`config.mk`:
```
export PLATFORM = sky130hd
export DESIGN_NAME = mem_copy_engine
export DESIGN_NICKNAME = d
export VERILOG_FILES = /design/src/rtl/mem_copy_engine_pkg.sv /design/src/rtl/mem_copy_engine_ptr.sv /design/src/rtl/mem_copy_engine.sv
export SDC_FILE = /design/constraint.sdc
export NUM_CORES = 1
export LEC_CHECK = 0
export CAP_MARGIN = 20
export CORE_ASPECT_RATIO = 0.8
export CORE_MARGIN = 2
export CORE_UTILIZATION = 35
export CTS_BUF_LIST = sky130_fd_sc_hd__clkbuf_8
export DETAILED_ROUTE_END_ITERATION = 6
export DONT_BUFFER_PORTS = 1
export MAX_ROUTING_LAYER = met4
export PLACE_DENSITY_LB_ADDON = 0.2
export REMOVE_ABC_BUFFERS = 1
export SETUP_SLACK_MARGIN = 0.3
export SLEW_MARGIN = 0
export SYNTH_ARGS = -nofsm -noshare
export SYNTH_HDL_FRONTEND = slang
export SYNTH_HIERARCHICAL = 1
export SYNTH_SLANG_ARGS = --single-unit
```
`constraint.sdc`:
```
create_clock -name clk -period 3.1 [get_ports clk]
set_input_delay 0.62 -clock clk [delete_from_list [all_inputs] [get_ports clk]]
set_output_delay 0.62 -clock clk [all_outputs]
set_load 0.1 [all_outputs]
```
`src/rtl/mem_copy_engine_pkg.sv`:
```
// Shared definitions for the memory copy engine: FSM state encoding and default widths.
package mem_copy_defs;

    localparam int unsigned DEF_DW = 16;
    localparam int unsigned DEF_AW = 16;
    localparam int unsigned DEF_LW = 16;

    typedef enum logic [1:0] {
        IDLE = 2'd0,
        RD   = 2'd1,
        WR   = 2'd2,
        FIN  = 2'd3
    } state_e;

endpackage

```
`src/rtl/mem_copy_engine_ptr.sv`:
```
// Loadable address pointer with increment; wraps modulo 2^AW.
module mem_copy_ptr #(
    parameter int unsigned AW = 16
) (
    input  logic          clk,
    input  logic          rst,
    input  logic          load_i,
    input  logic [AW-1:0] load_val_i,
    input  logic          inc_i,
    output logic [AW-1:0] ptr_o
);

    logic [AW-1:0] ptr_q, ptr_d;

    always_comb begin
        ptr_d = ptr_q;
        if (load_i) begin
            ptr_d = load_val_i;
        end else if (inc_i) begin
            ptr_d = ptr_q + AW'(1);
        end
    end

    always_ff @(posedge clk or posedge rst) begin
        if (rst) begin
            ptr_q <= '0;
        end else begin
            ptr_q <= ptr_d;
        end
    end

    assign ptr_o = ptr_q;

endmodule

```
`src/rtl/mem_copy_engine.sv`:
```
// DMA-style word copier for DataMemory: one read then one write per word.
// Optional MEM_COPY_CHECKSUM_EN adds a running sum of all written words.
module mem_copy_engine
    import mem_copy_defs::*;
#(
    parameter int unsigned DW = DEF_DW,
    parameter int unsigned AW = DEF_AW,
    parameter int unsigned LW = DEF_LW
) (
    input  logic          clk,
    input  logic          rst,
    input  logic          start,
    input  logic [AW-1:0] src_addr,
    input  logic [AW-1:0] dst_addr,
    input  logic [LW-1:0] length,
    input  logic          abort,
    output logic          busy,
    output logic          done,
    output logic          aborted,
    output logic [LW-1:0] words_done,
    output logic          MemRead,
    output logic          MemWrite,
    output logic [AW-1:0] mem_addr,
    output logic [DW-1:0] mem_wdata,
    input  logic [DW-1:0] mem_rdata
`ifdef MEM_COPY_CHECKSUM_EN
    ,
    output logic [DW-1:0] checksum
`endif
);

    state_e        state_q, state_d;
    logic [DW-1:0] data_q, data_d;
    logic [LW-1:0] words_q, words_d;
    logic [LW-1:0] len_q, len_d;
    logic          aborted_q, aborted_d;
    logic [AW-1:0] addr_q;
    logic [DW-1:0] wdata_q;
    logic [LW-1:0] words_inc;
    logic          src_load, src_inc, dst_load, dst_inc;
    logic [AW-1:0] src_ptr, dst_ptr;

    mem_copy_ptr #(.AW(AW)) u_src_ptr (
        .clk        (clk),
        .rst        (rst),
        .load_i     (src_load),
        .load_val_i (src_addr),
        .inc_i      (src_inc),
        .ptr_o      (src_ptr)
    );

    mem_copy_ptr #(.AW(AW)) u_dst_ptr (
        .clk        (clk),
        .rst        (rst),
        .load_i     (dst_load),
        .load_val_i (dst_addr),
        .inc_i      (dst_inc),
        .ptr_o      (dst_ptr)
    );

    assign words_inc = words_q + LW'(1);

    always_comb begin
        state_d   = state_q;
        data_d    = data_q;
        words_d   = words_q;
        len_d     = len_q;
        aborted_d = aborted_q;
        src_load  = 1'b0;
        src_inc   = 1'b0;
        dst_load  = 1'b0;
        dst_inc   = 1'b0;
        case (state_q)
            IDLE: begin
                if (start) begin
                    len_d     = length;
                    words_d   = '0;
                    aborted_d = 1'b0;
                    src_load  = 1'b1;
                    dst_load  = 1'b1;
                    state_d   = (length != '0) ? RD : FIN;
                end
            end
            RD: begin
                data_d  = mem_rdata;
                src_inc = 1'b1;
                if (abort) begin
                    aborted_d = 1'b1;
                    state_d   = FIN;
                end else begin
                    state_d = WR;
                end
            end
            WR: begin
                // The write in this cycle commits even when aborting, so it is counted.
                dst_inc = 1'b1;
                words_d = words_inc;
                if (abort) begin
                    aborted_d = 1'b1;
                    state_d   = FIN;
                end else if (words_inc < len_q) begin
                    state_d = RD;
                end else begin
                    state_d = FIN;
                end
            end
            default: state_d = IDLE;
        endcase
    end

    assign busy       = (state_q != IDLE);
    assign done       = (state_q == FIN);
    assign MemRead    = (state_q == RD);
    assign MemWrite   = (state_q == WR);
    assign aborted    = aborted_q;
    assign words_done = words_q;
    // Address/data are live during accesses and otherwise replay the last driven value.
    assign mem_addr   = MemRead ? src_ptr : (MemWrite ? dst_ptr : addr_q);
    assign mem_wdata  = MemWrite ? data_q : wdata_q;

    always_ff @(posedge clk or posedge rst) begin
        if (rst) begin
            state_q   <= IDLE;
            data_q    <= '0;
            words_q   <= '0;
            len_q     <= '0;
            aborted_q <= 1'b0;
            addr_q    <= '0;
            wdata_q   <= '0;
        end else begin
            state_q   <= state_d;
            data_q    <= data_d;
            words_q   <= words_d;
            len_q     <= len_d;
            aborted_q <= aborted_d;
            addr_q    <= mem_addr;
            wdata_q   <= mem_wdata;
        end
    end

`ifdef MEM_COPY_CHECKSUM_EN
    logic [DW-1:0] cks_q, cks_d;

    always_comb begin
        cks_d = cks_q;
        if (state_q == IDLE && start) begin
            cks_d = '0;
        end else if (state_q == WR) begin
            cks_d = cks_q + data_q;
        end
    end

    always_ff @(posedge clk or posedge rst) begin
        if (rst) begin
            cks_q <= '0;
        end else begin
            cks_q <= cks_d;
        end
    end

    assign checksum = cks_q;
`else
    // No accumulator in this build; copy behaviour is unchanged.
`endif

endmodule

```
==> flow_summary.yaml, run 1 <==
yosys:
  synthTopCellsByArea: "dfrtp_1 (49%), mux2_2 (6.7%), o21ai_0 (6.4%)"
  synth-compound-area-share: 0.105
  seq_area_frac_synth: 0.487
  synth_xor_area_frac: 0.0618
  synth_cells: 572
  yosysTopAreaCellShare: 0.487
  synth_top_family_by_area: "simple AND/OR/NAND/NOR gates"
  syn_area_mm2: 0.00591
  synth_fa_ha_area_frac: 0.0466
  synth-simple-area-share: 0.154
  yosysUniqueCellTypes: 50
  synthMuxAreaShare: 0.106
  yosys.area.top_type: "dfrtp_1"
  avgSynthCellArea_um2: 10.3
  ys.warnings.count: 6
  ys_ff_latch: 115
die:
  num_rows: 42
  ios: 121
  fp.dieW_um: 149
  die_area_mm2: 0.0179
  core_mm2: 0.0166
  initial_utilization: 0.357
  die_h_um: 120
clock_tree:
  cts_tree: "yes"
  cts.sinks: 115
  cts_buffer_depth: 2
  cts-root-buf: "clkbuf_8"
  cts_inserted_buffers: 17
  clkSlewWorstSetupHoldPaths_ns: 0.07
  htreeDepth: 4
  clk_latency_ns: 0.43
  cts-hold-fix-buffers: 0
setup_path:
  crit_chain: "and4_4, and4_1, and3_4, xor2_1, ha_1, a211o_1, a31oi_1, nor4b_1, o21ai_0"
  cp.buffers_inverters: 0
  rrSetupSlack_ns: 0.40
  crit_arrival_ns: 3.00
  r2r-end: "state_q[1]$_DFFE_PP0P_"
  r2r-start: "words_done[2]$_DFFE_PP0P_"
  crit_required_ns: 3.40
  max_stage_delay_ns: 0.47
  crit_path_start_kind: "flop"
  endpoint_kind: "flop"
  crit_slowest_cell: "dfrtp_1"
  crit_family: "simple AND/OR/NAND/NOR gates"
  r2r_cells: 9
  crit_fanout: 7
  crit_type: "flop to flop"
worst_hold_path:
  hold_path.class: "input port to asynchronous set/reset pin"
global_route:
  grt_pass1_vias: 4377
  grt-ovfl-total: 0
  grt_pass1_wl_mm: 23.5
  antenna_found_initial: 0
  gr-usage-all-layers: 0.175
  grt_max_degree: 46
sta:
  period_needed_ns: 2.70
  slew_headroom: 0.369
  tightest_slew_ns: 0.946
  hold_ws_ns: 0.152
  timing_max_transition_violations_final: 0
  setup_violations: 0
  grt_setup_unrepaired: "yes"
  setup_slack_ns: 0.402
  fin_crit_sh: 0.870
  hold_violations: 0
  fmax_mhz: 371
  fin_skew_ns: 0.0131
placement:
  hpwlAfterDp_mm: 10.5
  place_congestion: 0.923
  place_ws_ns: 0.273
  port_buffers: 0
drt:
  vias: 4332
  via_per_inst: 5.14
  drtAntennaViolNets: 0
  dr.first_iter.drc_count: 332
  drcViolationCount: 0
  wirelength_mm: 14.6
  routedWlPerCell_um: 17.3
  firstDrtPassIters: 5
status:
  status: "complete, no violations"
layout:
  drive_gt1_frac: 0.239
  final_cell_mix: "dfrtp_1 (115), nand2_1 (85), o21ai_0 (59), buf_4 (40), inv_1 (29)"
  area_growth_pct: 18.7
  final_common_cell: "dfrtp_1"
  num_antenna_cells: 0
  n_fill_cell: 1599
  nets: 702
run:
  drv.max_cap_violation_count: 0
==> how the worst max path moves through the flow <==
stage	from	end	slack, ns	cells after the start
2_1_floorplan	state_q[0]$_DFFE_PP0P_	mem_addr[0]	-2.28	4
5_1_grt	words_done[2]$_DFFE_PP0P_	state_q[1]$_DFFE_PP0P_	0.21	10
6_report	words_done[2]$_DFFE_PP0P_	state_q[1]$_DFFE_PP0P_	0.40	9
4_1_cts	state_q[1]$_DFFE_PP0P_	mem_addr[15]	0.14	3
3_3_place_gp	words_done[2]$_DFFE_PP0P_	state_q[1]$_DFFE_PP0P_	0.50	9
3_5_place_dp	words_done[0]$_DFFE_PP0P_	state_q[1]$_DFFE_PP0P_	0.27	10
==> repair_timing <==
| action | in CTS | in global routing |
|---|---|---|
| resized for setup | 18 | 7 |
| endpoints found under the setup margin | 32 | 34 |
| buffers inserted | 0 | 3 |
| pin swaps | 0 | 3 |
==> routing by layer <==
layer  wire length [µm]  vias to the layer above  part of all wire  track usage
li1                   -                     2076                 -            -
met1               6690                     2145              0.46        0.231
met2               6700                      103              0.46        0.258
met3               1030                        8             0.071       0.0619
met4                135                        0            0.0093       0.0464
met5                  0                        -                 0            -
==> synth_stat cells (all sizes together) <==
library cell and instances:
xor2 17, and3 6, nor2b 4, o22ai 1, o211ai 1, nor3 9
a211oi 1, inv 29, a31oi 3, clkbuf 15, buf 11, mux2i 23
ha 22, nor4 14, o21bai 1, o31ai 4, nand2 85, a21oi 7
nand2b 2, a211o 1, o21ai 79, a22o 7, nor2 13, dfrtp 115
nand3 17, and4 2, nand4 15, nor4b 2, and2 3, mux2 35
a2111oi 2, a41o 1, xnor2 23, a21o 2
==> cell families after synthesis <==
family                     after synthesis
adders and majority gates               22
DFF                                    115
and+or+nand+nor                        172
xor gates and xnor gates                40
buffers and inverters                   55
AOI/OAI and AO/OA                      110
muxes                                   58
==> final cells by class <==
cell class | count | area (µm²) | area share
timing repair buffer | 47 | 402 | 0.0573
clock inverter | 10 | 111 | 0.0159
inverter | 29 | 110 | 0.0157
tap | 220 | 275 | 0.0392
multi-input combinational | 402 | 2960 | 0.422
sequential | 115 | 2880 | 0.410
clock buffer | 20 | 275 | 0.0392
==> flip-flops by register name, indices dropped and copies added (netlist names) <==
signal	cells
aborted	1
addr_q	16
data_q	16
len_q	16
state_q	2
u_dst_ptr/ptr_o	16
u_src_ptr/ptr_o	16
wdata_q	16
words_done	16
==> worst reg2reg max path: cells and delay by family, from the launching register on <==
kind                       cells  cell delay, ns
AOI/OAI and AO/OA              3            0.64
xor gates and xnor gates       1            0.15
DFF                            1            0.47
adders and majority gates      1            0.27
and+or+nand+nor                4            1.05
==> metrics by stage <==
step,area (µm²),TNS [ns],utilization,std cells
finish,7010,0,0.424,843
global route,7010,0,0.424,843
CTS,6940,0,0.419,839
detailed placement,6490,0,0.392,809
global placement,6490,0,0.392,809
floorplan,5780,-97.04,-,546
Power of run 1 is left out: the tool's default activity adds up to more than one toggle a clock period on the data nets, which glitch-free logic cannot reach.
==> inputs of run 2 (changes only) <==
Settings changed: CORE_MARGIN 2 to 4, RECOVER_POWER set to 25, TNS_END_PERCENT set to 10.
==> run 2 against run 1 <==
The run now ends with max-capacitance violations, max-slew violations left. Cell count decreased by 0.12%. Core utilization decreased by 0.26 points. Global-route usage decreased by 1.2 points. Via count decreased by 2.2%. Sequential share of layout area increased by 0.29 points. Design area decreased by 0.62%. Fmax decreased by 3.5%. Worst hold slack improved by 0.0052 ns. Count of clock-buffer cells in the layout unchanged. Die area increased by 6.1%. Register-to-register slack improved by 0.03 ns. Non-clock buffer count decreased by 3.
==> flow_summary.yaml, run 2 (same netlist as run 1, synthesis figures left out) <==
clock_tree:
  clkSlewWorstSetupHoldPaths_ns: 0.08
  cts_tree: "yes"
  cts_inserted_buffers: 17
  cts_buffer_depth: 2
  cts-root-buf: "clkbuf_8"
  cts.sinks: 115
  cts-hold-fix-buffers: 0
  clk_latency_ns: 0.43
  post_cts_buffers: 0
  htreeDepth: 4
run:
  drv.max_cap_violation_count: 1
die:
  die_area_mm2: 0.0190
  fp.dieW_um: 153
  ios: 121
  core_mm2: 0.0166
  initial_utilization: 0.357
  die_h_um: 124
  num_rows: 42
placement:
  place_congestion: 0.898
  post-place-cells: 808
  hpwlAfterDp_mm: 10.6
  port_buffers: 0
  placed_area_mm2: 0.00648
drt:
  vias: 4238
  routedWlPerCell_um: 17.6
  firstDrtPassIters: 5
  drcViolationCount: 0
  dr.first_iter.drc_count: 275
  wirelength_mm: 14.8
  drtAntennaViolNets: 0
  via_per_inst: 5.03
layout:
  design_area_mm2: 0.00697
  final_cell_mix: "dfrtp_1 (113), nand2_1 (85), o21ai_0 (59), buf_4 (40), mux2_2 (35)"
  register_area_mm2: 0.00288
  drive_gt1_frac: 0.245
  final_common_cell: "dfrtp_1"
  n_fill_cell: 1635
  nets: 699
  final_cells: 842
  multiInputGateArea_mm2: 0.00291
  area_growth_pct: 18.0
setup_path:
  max_stage_delay_ns: 0.45
  crit_required_ns: 2.48
  crit_slowest_cell: "dfrtp_1"
  crit_fanout: 18
  crit_arrival_ns: 2.18
  r2r-end: "state_q[1]$_DFFE_PP0P_"
  r2r_cells: 11
  crit_path_start_kind: "flop"
  crit_type: "flop to output pin"
  cp_common_cell: "buf_4"
  endpoint_kind: "output pin"
  crit_chain: "inv_1, ha_4, buf_4, mux2i_1, o21ai_2, buf_4"
  r2r-start: "words_done[0]$_DFFE_PP0P_"
  rrSetupSlack_ns: 0.43
sta:
  timing_max_transition_violations_final: 38
  period_needed_ns: 2.80
  fmax_mhz: 358
  finalSetupTns_ns: 0
  slew_headroom: -0.0696
  fin_crit_sh: 0.902
  tightest_slew_ns: 1.60
  setup_violations: 0
  hold_violations: 0
  grt_setup_unrepaired: "yes"
  fin_skew_ns: 0.0156
worst_hold_path:
  hold_path.class: "input port to asynchronous set/reset pin"
global_route:
  antenna_found_initial: 0
  grt-ovfl-total: 0
  grt_pass1_wl_mm: 24.1
  grt_max_degree: 97
  grt_pass1_vias: 4361
  gr-usage-all-layers: 0.163
status:
  status: "finished, violations left"
  violations: "max-capacitance violations, max-slew violations"
==> run 2: cell count changes in the layout (fill, tap and decap cells not counted), sizes merged <==
cell,change
buf,-4
bufinv,+2
clkbuf,+1
clkinv,-1
diode,+1
==> run 2: how the worst max path moves through the flow <==
stage	startpoint	endpoint	slack (ns)	cells past startpoint
6_report	state_q[0]$_DFFE_PP0P_	mem_addr[0]	0.30	6
5_1_grt	state_q[0]$_DFFE_PP0P_	mem_wdata[2]	0.17	4
4_1_cts	state_q[1]$_DFFE_PP0P_	mem_addr[12]	0.11	3
3_5_place_dp	words_done[2]$_DFFE_PP0P_	state_q[1]$_DFFE_PP0P_	0.25	9
3_3_place_gp	words_done[2]$_DFFE_PP0P_	state_q[1]$_DFFE_PP0P_	0.37	9
2_1_floorplan	state_q[0]$_DFFE_PP0P_	mem_addr[0]	-2.28	4
==> run 2: area by class of cell <==
type                       instances  area share
sequential                       115       0.413
antenna                            1    0.000359
clock buffer                      20      0.0395
timing repair buffer              44      0.0512
multi-input combinational        402       0.418
inverter                          29      0.0158
tap                              220      0.0395
clock inverter                    11      0.0230
==> run 2: timing repair <==
action,4_1_cts,5_1_grt
endpoints found under the setup margin,30,34
endpoints found under the hold margin,0,0
gates resized for setup,1,9
cloned,0,0
==> run 2: routing by layer <==
layer	track usage	wire length [µm]	vias up
li1	-	-	2068
met4	0.0576	229	0
met3	0.0518	955	18
met5	-	0	-
met2	0.237	6810	105
met1	0.216	6790	2047
==> run 2: critical path, delay by kind of cell (launching register included) <==
family                     cells  cell delay, ns
muxes                          1            0.29
DFF                            1            0.45
buffers and inverters          3            0.70
adders and majority gates      1            0.23
AOI/OAI and AO/OA              1            0.08
==> run 2: through the flow <==
step	hold WS, ns	utilization	worst slack (ns)
after global placement	0.484	0.392	0.365
final	0.157	0.421	0.304
after detailed placement	0.494	0.392	0.247
after global routing	0.178	0.421	0.172
after CTS	0.119	0.418	0.111
after floorplan	0.475	-	-2.28
Power of run 2 is left out for the same reason.
==> inputs of run 3 (changes only) <==
Settings changed: RECOVER_POWER 25 to not set.
==> run 3 against run 2 <==
The flow now finishes without violations. Register-to-register slack about the same. Via count is 0.35% higher. First-iteration DRC count up 13%. Routed wire length is 0.45% higher. Count of clock-buffer cells in the layout stayed put. Design area increased by 0.18%. Non-clock buffer count did not move. Sequential share of layout area fell by 0.074 points. Flip-flop and latch count unchanged. Critical path depth unchanged. Critical path type unchanged. Critical endpoint unchanged.
==> flow_summary.yaml, run 3 (same netlist as run 1, synthesis figures left out) <==
status:
  status: "complete, no violations"
clock_tree:
  cts-root-buf: "clkbuf_8"
  cts_tree: "yes"
  cts_buffer_depth: 2
  cts_inserted_buffers: 17
  clkSlewWorstSetupHoldPaths_ns: 0.08
  htreeDepth: 4
  post_cts_buffers: 0
  cts.sinks: 115
  clk_latency_ns: 0.43
global_route:
  grt_pass1_wl_mm: 24.1
  gr-usage-all-layers: 0.163
  grt-ovfl-total: 0
  grt_max_degree: 97
  grt_pass1_vias: 4361
  antenna_found_initial: 0
setup_path:
  rrSetupSlack_ns: 0.44
  cp_common_cell: "buf_4"
  critPathLaunch: "state_q[0]$_DFFE_PP0P_"
  crit_slowest_cell: "dfrtp_1"
  crit_fanout: 18
  crit_required_ns: 2.48
  max_stage_delay_ns: 0.45
  crit_type: "flop to output pin"
  r2r-start: "words_done[1]$_DFFE_PP0P_"
  endpoint_kind: "output pin"
  crit_path_start_kind: "flop"
  r2r-end: "state_q[1]$_DFFE_PP0P_"
  crit_arrival_ns: 2.19
  r2r_cells: 11
  crit_chain: "inv_1, ha_4, buf_4, mux2i_1, o21ai_2, buf_4"
die:
  die_area_mm2: 0.0190
  num_rows: 42
  ios: 121
  initial_utilization: 0.357
  core_mm2: 0.0166
  fp.dieW_um: 153
  die_h_um: 124
placement:
  placed_area_mm2: 0.00648
  hpwlAfterDp_mm: 10.6
  place_congestion: 0.898
  port_buffers: 0
sta:
  tightest_slew_ns: 0.950
  slew_headroom: 0.367
  fmax_mhz: 355
  period_needed_ns: 2.81
  setup_violations: 0
  hold_violations: 0
  timing_max_transition_violations_final: 0
  grt_setup_unrepaired: "yes"
  fin_crit_sh: 0.907
  hold_ws_ns: 0.128
  fin_skew_ns: 0.0145
layout:
  num_antenna_cells: 0
  final_cell_mix: "dfrtp_1 (113), nand2_1 (85), o21ai_0 (59), buf_4 (40), mux2_2 (35)"
  area_growth_pct: 18.2
  final_common_cell: "dfrtp_1"
  design_area_mm2: 0.00698
  finish.utilization: 0.422
  drive_gt1_frac: 0.245
  nets: 699
drt:
  wirelength_mm: 14.8
  firstDrtPassIters: 4
  routedWlPerCell_um: 17.7
  met1_length_mm: 6.75
  via_per_inst: 5.06
  top_layer: "met4"
  dr.first_iter.drc_count: 310
  dr_wl_met2_mm: 6.86
  drtAntennaViolNets: 0
  drcViolationCount: 0
  wl_met3_mm: 1.02
  vias: 4253
worst_hold_path:
  hold_path.class: "input port to asynchronous set/reset pin"
run:
  drv.max_cap_violation_count: 0
run 3: final cells by class:
cell class              count  area, µm²
clock buffers              20        275
clock inverters            11        160
fillers                  1633       9570
inverters                  29        110
multi-input cells         402       2910
flip-flops and latches    115       2880
well taps                 220        275
repair buffers             44        372
run 3: metrics by stage:
| step | setup WS (ns) | instances | TNS (ns) |
|---|---|---|---|
| 3_3_place_gp | 0.365 | 808 | 0 |
| 2_1_floorplan | -2.28 | 546 | -97.04 |
| 4_1_cts | 0.111 | 839 | 0 |
| 6_report | 0.287 | 841 | 0 |
| 3_5_place_dp | 0.247 | 808 | 0 |
| 5_1_grt | 0.172 | 841 | 0 |
run 3: worst max-delay path by stage:
stage | to | cells after the start
after global routing | mem_wdata[2] | 4
final | mem_addr[0] | 6
after detailed placement | state_q[1]$_DFFE_PP0P_ | 9
after global placement | state_q[1]$_DFFE_PP0P_ | 9
after CTS | mem_addr[12] | 3
after floorplan | mem_addr[0] | 4
run 3: worst max-delay path, delay by kind of cell, from the launching register on:
family | cells | cell delay (ns)
adder cells (fa/ha/maj) | 1 | 0.23
flip-flops | 1 | 0.45
buffers and inverters | 3 | 0.70
AO/OA/AOI/OAI | 1 | 0.08
multiplexers | 1 | 0.29
run 3: layer usage:
layer  vias up  GRT usage
met3        18     0.0518
met2       108      0.237
met4         0     0.0576
li1       2070          -
met1      2057      0.216
met5         -          -
run 3: repair_timing:
item | in CTS | in global routing
gates resized for setup | 1 | 9
hold buffers | 0 | 0
endpoints found under the setup margin | 30 | 34
Power of run 3 is left out for the same reason.
